<file path="src/rtl/wimax_pkg.sv">
// Shared WiMAX TX-chain definitions: block size, QPSK amplitude,
// I/Q sample type and the QPSK mapper read-state encoding.
package wimax_pkg;

    localparam int NCBPS_QPSK = 192;
    localparam int QPSK_IQW = 16;

    localparam logic signed [QPSK_IQW-1:0] QPSK_AMP = 16'sd23170;

    typedef logic signed [QPSK_IQW-1:0] iq_t;

    typedef enum logic {
        RD_IDLE,
        RD_STREAM
    } qpsk_rd_state_t;

endpackage

</file>
<file path="src/rtl/pingpong_bitbuf.sv">
// Two-bank bit buffer: 1-bit indexed write side, 2-bit symbol read
// side, per-bank full flags and the write/read bank pointers.
module pingpong_bitbuf
    import wimax_pkg::*;
#(
    parameter int NCBPS = NCBPS_QPSK,
    localparam int AW = $clog2(NCBPS),
    localparam int SW = $clog2(NCBPS / 2)
) (
    input  logic          clk,
    input  logic          reset,
    input  logic          wr_en,
    input  logic          wr_bit,
    input  logic [AW-1:0] wr_idx,
    output logic          wr_ready,
    input  logic          rd_other,
    input  logic [SW-1:0] rd_sym,
    output logic [1:0]    rd_bits,
    input  logic          rd_release,
    output logic          full_cur,
    output logic          full_nxt
);

    localparam logic [AW-1:0] LAST_BIT = AW'(NCBPS - 1);
    localparam logic [AW:0] NC = (AW + 1)'(NCBPS);

    logic [NCBPS-1:0] mem [2];
    logic [1:0]       full;
    logic             wr_bank;
    logic             rd_bank;
    logic [AW-1:0]    wr_cnt;
    logic             accept;
    logic             wr_done;
    logic             in_range;
    logic             rd_b;

    assign wr_ready = !full[wr_bank];
    assign accept   = wr_en && wr_ready;
    assign wr_done  = accept && (wr_cnt == LAST_BIT);
    assign in_range = {1'b0, wr_idx} < NC;

    assign rd_b     = rd_bank ^ rd_other;
    assign rd_bits  = mem[rd_b][{rd_sym, 1'b0} +: 2];
    assign full_cur = full[rd_bank];
    assign full_nxt = full[~rd_bank];

    // Storage is intentionally not reset; a stale bank is simply rewritten.
    always_ff @(posedge clk) begin
        if (!reset && accept && in_range) begin
            mem[wr_bank][wr_idx] <= wr_bit;
        end
    end

    always_ff @(posedge clk) begin
        if (reset) begin
            full    <= 2'b00;
            wr_bank <= 1'b0;
            rd_bank <= 1'b0;
            wr_cnt  <= '0;
        end else begin
            if (accept) begin
                if (wr_done) begin
                    wr_cnt  <= '0;
                    wr_bank <= ~wr_bank;
                end else begin
                    wr_cnt <= wr_cnt + 1'b1;
                end
            end
            if (wr_done) begin
                full[wr_bank] <= 1'b1;
            end
            if (rd_release) begin
                full[rd_bank] <= 1'b0;
                rd_bank       <= ~rd_bank;
            end
        end
    end

endmodule

</file>
<file path="src/rtl/qpsk_mapper.sv">
// Reassembles interleaved blocks and maps them to Gray QPSK I/Q symbols.
// Define QPSK_IDX_CHECK_EN to add the sticky idx_err output.
module qpsk_mapper
    import wimax_pkg::*;
#(
    parameter int NCBPS = NCBPS_QPSK,
    parameter int IQW = QPSK_IQW,
    parameter logic signed [IQW-1:0] AMP = QPSK_AMP,
    localparam int AW = $clog2(NCBPS),
    localparam int SW = $clog2(NCBPS / 2)
) (
    input  logic                  clk,
    input  logic                  reset,
    input  logic                  valid_in,
    input  logic                  data_in,
    input  logic [AW-1:0]         data_in_index,
    output logic                  ready_mod,
    output logic                  valid_out,
    input  logic                  ready_in,
    output logic signed [IQW-1:0] i_out,
    output logic signed [IQW-1:0] q_out,
    output logic [SW-1:0]         sym_index
`ifdef QPSK_IDX_CHECK_EN
   ,output logic                  idx_err
`endif
);

    localparam logic [SW-1:0] LAST_SYM = SW'(NCBPS / 2 - 1);

    qpsk_rd_state_t        state;
    logic                  xfer;
    logic                  last_sym;
    logic                  rd_other;
    logic                  rd_release;
    logic [SW-1:0]         rd_sym;
    logic [1:0]            rd_bits;
    logic                  full_cur;
    logic                  full_nxt;
    logic signed [IQW-1:0] i_nxt;
    logic signed [IQW-1:0] q_nxt;

    pingpong_bitbuf #(
        .NCBPS(NCBPS)
    ) u_buf (
        .clk       (clk),
        .reset     (reset),
        .wr_en     (valid_in),
        .wr_bit    (data_in),
        .wr_idx    (data_in_index),
        .wr_ready  (ready_mod),
        .rd_other  (rd_other),
        .rd_sym    (rd_sym),
        .rd_bits   (rd_bits),
        .rd_release(rd_release),
        .full_cur  (full_cur),
        .full_nxt  (full_nxt)
    );

    assign xfer     = valid_out && ready_in;
    assign last_sym = (sym_index == LAST_SYM);
    assign i_nxt    = rd_bits[0] ? -AMP : AMP;
    assign q_nxt    = rd_bits[1] ? -AMP : AMP;

    // On the final transfer, prefetch symbol 0 of the other bank so
    // back-to-back blocks stream without a bubble.
    always_comb begin
        rd_other   = 1'b0;
        rd_release = 1'b0;
        rd_sym     = '0;
        if (state == RD_STREAM && valid_out) begin
            if (xfer && last_sym) begin
                rd_other   = 1'b1;
                rd_release = 1'b1;
            end else if (!last_sym) begin
                rd_sym = sym_index + 1'b1;
            end
        end
    end

    always_ff @(posedge clk) begin
        if (reset) begin
            state     <= RD_IDLE;
            valid_out <= 1'b0;
            i_out     <= '0;
            q_out     <= '0;
            sym_index <= '0;
        end else begin
            case (state)
                RD_IDLE: begin
                    if (full_cur) begin
                        state <= RD_STREAM;
                    end
                end
                RD_STREAM: begin
                    if (!valid_out) begin
                        valid_out <= 1'b1;
                        i_out     <= i_nxt;
                        q_out     <= q_nxt;
                        sym_index <= '0;
                    end else if (xfer) begin
                        if (!last_sym) begin
                            i_out     <= i_nxt;
                            q_out     <= q_nxt;
                            sym_index <= sym_index + 1'b1;
                        end else if (full_nxt) begin
                            i_out     <= i_nxt;
                            q_out     <= q_nxt;
                            sym_index <= '0;
                        end else begin
                            valid_out <= 1'b0;
                            state     <= RD_IDLE;
                        end
                    end
                end
                default: state <= RD_IDLE;
            endcase
        end
    end

`ifdef QPSK_IDX_CHECK_EN
    localparam logic [AW:0] NC = (AW + 1)'(NCBPS);

    always_ff @(posedge clk) begin
        if (reset) begin
            idx_err <= 1'b0;
        end else if (valid_in && ready_mod
                     && ({1'b0, data_in_index} >= NC)) begin
            idx_err <= 1'b1;
        end
    end
`endif

endmodule

</file>
<file path="config.mk">
export PLATFORM = sky130hd
export DESIGN_NAME = qpsk_mapper
export DESIGN_NICKNAME = d
export VERILOG_FILES = /design/src/rtl/wimax_pkg.sv /design/src/rtl/pingpong_bitbuf.sv /design/src/rtl/qpsk_mapper.sv
export SDC_FILE = /design/constraint.sdc
export NUM_CORES = 1
export LEC_CHECK = 0
export ABC_AREA = 1
export CORE_UTILIZATION = 45
export CTS_CLUSTER_SIZE = 12
export DETAILED_ROUTE_END_ITERATION = 6
export PLACE_DENSITY_LB_ADDON = 0.3
export SLEW_MARGIN = 5
export SYNTH_ARGS = -nofsm -noshare
export SYNTH_HDL_FRONTEND = slang
export SYNTH_SLANG_ARGS = --single-unit
</file>
<file path="constraint.sdc">
create_clock -name clk -period 2.3 [get_ports clk]
set_input_delay 0.345 -clock clk [delete_from_list [all_inputs] [get_ports clk]]
set_output_delay 0.345 -clock clk [all_outputs]
set_load 0.01 [all_outputs]
</file>
* After elaboration in Yosys (flattened, before gate mapping)
Memory sizes are Yosys's and may differ from the RTL's.
Cells that the tools add are included.
** Storage, ports and cells
- Bits in writable memories :: 384
- Register bits :: 53
- Bits of input ports :: 13
- Memories kept :: 1
- Output and inout bits :: 41
- Word-level logic and storage cells :: 89
** Cells by class
- Bitwise gates (word level) :: 7
- Muxes and demuxes :: 43
- Equality and inequality tests :: 4
- Order comparisons :: 8
- Add/sub/neg operators :: 2
- Shifts and indexed selects :: 1
- Reductions and logical operators :: 14
** Memories
- u_buf.mem :: words 2, width 192, read ports 1, clocked after memory_dff 0, wr ports 1, RTL line pingpong_bitbuf.sv:27 : logic [NCBPS-1:0] mem [2];
** Operators with widths (number)
- 192-bit 2-to-1 mux :: 1
- 192-bit by 9-bit indexed part select with 2-bit output :: 1
- 16-bit 2-to-1 mux :: 10
- 7-bit 2-to-1 mux :: 7
- 1-bit 2-to-1 mux :: 17
- 1-bit logical AND :: 10
- 8-bit by 9-bit less-than comparator with 1-bit output, second input constant :: 1
- 8-bit by 1-bit adder with 8-bit output, second input constant :: 1
- 1-bit demux with 8-bit select :: 1
- 8-bit equality test, second input constant :: 1
- 8-bit by 1-bit greater-or-equal comparator with 1-bit output, second input constant :: 1
- 8-bit less-than comparator, second input constant :: 1
- 8-bit 2-to-1 mux :: 1
- 7-bit by 1-bit adder with 7-bit output, second input constant :: 1
- 7-bit equality test, second input constant :: 1
- 1-bit by 2-bit less-than comparator with 1-bit output, second input constant :: 3
- 2-bit 2-to-1 mux :: 3
- 3-bit by 2-bit != test with 1-bit output, second input constant :: 1
- 1-bit NOT :: 3
- 3-bit AND reduction :: 1
- 2-bit AND :: 1
- 1-bit demux with 1-bit select :: 2
- 1-bit greater-or-equal comparator, second input constant :: 2
- 1-bit zero test :: 2
- other kinds (6) :: 6

* Depth between registers and ports, before layout
An unclocked memory read counts as a cell.
- Word-level depth :: 12
- Gate-level depth with buffers :: 19
- Depth with buffers taken out :: 17

* Cells and area by module
From an unflattened synthesis, not the netlist that was laid out.
** Unflattened totals
- Cells, all modules :: 2216
- Area, all modules :: 20334.5 sq um
** Modules (own cells, without submodules)
- pingpong_bitbuf :: sequential area each 11771.3 sq um, area an instance 19324.8 sq um, times used 1, cells an instance 2076
- qpsk_mapper :: sequential area each 280.3 sq um, area an instance 1009.7 sq um, times used 1, cells an instance 140

* Least setup slack after synthesis
Ideal clock, no wire load.
- Path type :: reg-to-reg
- Start point :: register sym_index[0]
- End point :: register q_out[13]
- Required time :: 2.168 ns
- Data arrival time :: 2.262 ns
- Path buffers :: 2
- Period minus slack after synthesis :: 2.394 ns
- Setup slack :: -0.094 ns
- Cell stages (with the launch flop) :: 19
- Library setup time :: 0.132 ns
- Cell sequence :: dfxtp_1 -> ha_1 -> nand3_2 -> nor2_4 -> nand3_2 -> nand2_1 -> nand2_2 -> buf_6 -> buf_4 -> nand2_1 -> nand3_1 -> nand3_1 -> nand3_1 -> nand3_1 -> nand3_1 -> nand3_1 -> nand3_1 -> nand3_1 -> a21oi_1
** Between the ends
- Word-level cells in the longest chain between the ends :: 12
- Elaborated cells between the ends (all ways) :: 18
- Those cells by class :: add/sub: 1; eq/ne: 2; shift: 1; mux: 10; bitwise: 1; reduce/logical: 2; memory: 1
** Ends and longest elaborated chain
- start, declared :: RTL line qpsk_mapper.sv:22 : output logic [SW-1:0] sym_index
- start signal, assigned :: RTL line qpsk_mapper.sv:104 : sym_index <= sym_index + 1'b1;
- branches (longest 12 deep; another with 7-bit by 1-bit adder with 7-bit output)
- end signal, assigned :: RTL line qpsk_mapper.sv:98 : q_out <= q_nxt;
- end signal, assigned :: RTL line qpsk_mapper.sv:103 : q_out <= q_nxt;
- end signal, assigned :: RTL line qpsk_mapper.sv:107 : q_out <= q_nxt;
- end, declared :: RTL line qpsk_mapper.sv:21 : output logic signed [IQW-1:0] q_out,
Parallel ways; which one is timed is not known. The select of a mux whose other input is x is not followed.
A chain may end at the register's enable or synchronous reset.

* Worst setup path in the final report
- Start point :: register sym_index[0]
- End point :: register i_out[13]
** Between the ends
- Word-level cells in the longest chain between the ends :: 12
- Elaborated cells between the ends (all ways) :: 18
- Those cells by class :: add/sub: 1; eq/ne: 2; shift: 1; mux: 10; bitwise: 1; reduce/logical: 2; memory: 1
** Ends and longest elaborated chain
- branches (longest 12 deep; another with 7-bit by 1-bit adder with 7-bit output)
- end signal, assigned :: RTL line qpsk_mapper.sv:97 : i_out <= i_nxt;
- end signal, assigned :: RTL line qpsk_mapper.sv:102 : i_out <= i_nxt;
- end signal, assigned :: RTL line qpsk_mapper.sv:106 : i_out <= i_nxt;
- end, declared :: RTL line qpsk_mapper.sv:20 : output logic signed [IQW-1:0] i_out,
Parallel ways; which one is timed is not known. The select of a mux whose other input is x is not followed.

==> key figures <==
Clock network
  – CTS H-tree depth: 2
  – Sink Count: slightly above 400
  – Clock Pin Slew Worst Setup and Hold Paths: ~0.06 ns
  – Clock Latency Late Sink: between 0.5 and 0.6 ns
  – CTS root buf: clkbuf_16
  – Total CTS buffers: 44
  – CTS tree: done
  – Clock buffer depth: 3

GRT
  – First-pass GRT wire length: 86.1 mm
  – GRT Total Usage: roughly a quarter
  – Antenna violations before repair: 0
  – Largest net degree at the start of global routing: 195
  – Overflow after GRT: 0
  – Via count of the first global-routing pass: between 10000 and 15000

Cells and area
  – Register area: about 12000 µm²
  – N_diodes: 0
  – Layout Nets: between 2000 and 2500
  – Ratio of cells with drive above 1 in the final layout: about a fifth
  – Final std cells w/o fill: 2629
  – Area of the multi-input gates: a little over 7000 µm²
  – Layout fillers: 3414
  – Final instance area: 24500 µm²
  – Syn-to-layout area delta: 26.2%

Floorplanning
  – DIE WIDTH: ~210 µm
  – Number of I/O pins: 54
  – Core Area: 42200 µm²
  – Initial core utilization: 45.9%
  – Die H: approximately 210 µm
  – Overall die area: roughly 44000 µm²
  – Cell Rows: between 70 and 80

Drt
  – Via count: roughly 16000
  – Initial detailed-routing violation count: approximately 1900
  – DRT Pass-1 Iters: 6
  – Routed WL: around 57 mm
  – Vias/cell: approximately 6.1
  – Residual DRC: 0
  – Post-route ant nets: 0
  – DR WL/cell: 21.8 µm

Synthesis
  – Synth Instances: between 2000 and 2500
  – Synth warn: 0
  – Top-area cell type share of the netlist area: between 50% and 60%
  – Mean area per synthesized cell: ~9.7 µm²
  – Register area share after synthesis: approximately 62%
  – Mapped Area: roughly 19000 µm²
  – Synth unique cells: 33
  – Synth area leaders: edfxtp_1 59%, nand3_1 11%, nor3_1 9.9%
  – Yosys top cell by area: edfxtp_1
  – Yosys reg bits: ~400

STA
  – Final Max Tran Viols: 0
  – Final Hold Viols: 0
  – Fin crit period: between 2 and 3 ns
  – Rel. slew slack: between 7 and 8%
  – Clk_skew: approximately 0.022 ns
  – Final hold slack: 0.245 ns
  – Least-Margin Pin Slew: about 1.4 ns
  – Final period util: 115%
  – Max Freq: around 380 MHz
  – Final setup margin: -0.347 ns
  – RSZ-0062 raised after global routing: yes
  – Setup violators final: 4

Power
  – Total Power: about 0.015 W
  – Leak Pwr: about 8.3 nW
  – Power per Cell Area: roughly 620 nW/µm²
  – Worst VDD drop: about 440 µV

Setup path
  – Worst path slowest cell: dfxtp_4
  – Most repeated library cell on the critical path: nand3_2
  – Crit Path Category: reg -> reg
  – CP arrival: between 3 and 4 ns
  – Critical Path RT: 2.79 ns
  – CP Capture Type: flop
  – R2R Setup Slk: -0.35 ns
  – Worst Path Max Fanout: 5
  – Reg2reg end: i_out[13]
  – R2R Path Start: sym_index[0]
  – CP cell instances: ha_4, nand3_4, nor2_4, buf_4, nor2_4, inv_2, nor2_4, clkinv_4, buf_12, buf_16, nand3_2, nand3_1, nand3_4, nand3_2, nand3_2, nand3_2, nand2_2, nand3_4, a21oi_2
  – Reg2Reg Depth: 19
  – Crit-path max cell delay: roughly 0.36 ns
  – Launching element type of the critical path: flop

Placed design
  – GPL Wtd Cong: approximately 0.82
  – Placed cell areas: 21100 µm²
  – DP HPWL: 30.0 mm
  – PortBufs: between 50 and 60
  – Placed cells: between 2000 and 2500

Run status
  – Violated checks: setup timing
  – Status: complete, but fails checks

Min path
  – Min-Delay Path Class: in -> reg
  – Hold EP: u_buf.mem[1][24]
  – Hold Startpoint: data_in
  – Hold depth: 1

Job
  – Max cap viols: 0
-- stage by stage --
step | TNS, ns | worst slack (ns) | util, %
6_report | -1.26 | -0.347 | 58.0
5_1_grt | -1.67 | -0.456 | 58.0
4_1_cts | -0.983 | -0.258 | 56.0
3_5_place_dp | -2.75 | -0.690 | 50.1
3_3_place_gp | -2.69 | -0.727 | 50.1
2_1_floorplan | 0 | 0.0105 | -
-- worst max-delay path, delay by kind of cell (launching register included) --
| kind | cells | cell delay (ns) |
|---|---|---|
| DFF | 1 | 0.36 |
| buffers and inverters | 5 | 0.65 |
| adders and majority gates | 1 | 0.16 |
| AOI/OAI and AO/OA | 1 | 0.17 |
| and+or+nand+nor | 12 | 1.22 |
-- flip-flops by register name, indices dropped and copies added (netlist names) --
name           flops
u_buf.mem        384
u_buf.full         2
u_buf.wr_cnt       8
q_out              3
i_out              2
u_buf.wr_bank      1
valid_out          1
state              1
u_buf.rd_bank      1
sym_index          7
-- where the power goes --
part / switching, W / internal, W
Combinational: 0.000243 / 0.0000893
Sequential: 0.00000281 / 0.00815
Clock: 0.00282 / 0.00389
Total: 0.00306 / 0.0121
-- routing by layer --
metal,vias up,track usage [%],wire [µm]
met5,-,0,0
met4,0,9.87,2200
met3,146,3.32,5330
met2,904,41.6,27400
met1,7782,34.4,22400
li1,7198,-,-
-- worst max-delay path by stage --
stage / startpoint / to / slack (ns) / cells after the start
after floorplan: sym_index[0] / q_out[13] / 0.01 / 18
after global placement: ready_in / q_out[14] / -0.73 / 18
after detailed placement: ready_in / i_out[13] / -0.69 / 17
after CTS: sym_index[0] / i_out[13] / -0.26 / 20
after global routing: sym_index[0] / i_out[13] / -0.46 / 19
final: sym_index[0] / i_out[13] / -0.35 / 19
-- cell families after synthesis --
family / Yosys count / synth area share [%]
other cells: 1 / 0.0193
fa+ha+maj: 2 / 0.129
flops: 410 / 62.1
compound gates: 26 / 0.709
buf+inv: 267 / 6.21
xor+xnor: 4 / 0.181
simple gates: 1293 / 30.6
-- what timing repair did --
action,in CTS,in global routing
setup buffers,25,9
gates cloned,14,12
hold buffers,0,0
gates resized for setup,113,118
endpoints found under the setup margin,4,70
pin swaps,51,64
-- cell usage in the layout (no fill, tap or decap), types with 37 or more instances in the layout --
cell               n
nand2_1          421
edfxtp_1         384
nor3_1           370
nand3_1          286
nand3_2          121
buf_4             81
buf_12            60
clkbuf_16         53
clkdlybuf4s50_1   50
inv_1             40
nor2_1            37
-- synthesized netlist by cell type --
library cell	n
nand3_1	413
edfxtp_1	384
nor3_1	384
nand2_4	1
o21ai_0	5
nand4_4	1
nand3_2	3
nor2_1	39
a21oi_1	17
conb_1	1
buf_6	2
a31oi_1	1
nor3b_1	1
nand2_1	438
xor2_1	2
nor2_2	2
ha_1	2
dfxtp_1	26
nand4_2	1
o22ai_1	1
inv_1	42
buf_2	39
o211ai_1	1
o21a_1	1
clkbuf_1	135
nor2_4	1
buf_4	37
xnor2_1	2
nand2_2	2
buf_1	7
inv_2	5
or2_2	3
nand4_1	4
-- area by class of cell --
type	instances	area share [%]
well taps	539	2.76
multi-input cells	1330	29.1
clock buffers	57	4.78
clock inverters	15	0.598
flip-flops and latches	410	49.3
inverters	47	0.772
repair buffers	231	12.7
Power figures use the tool's default switching activity.
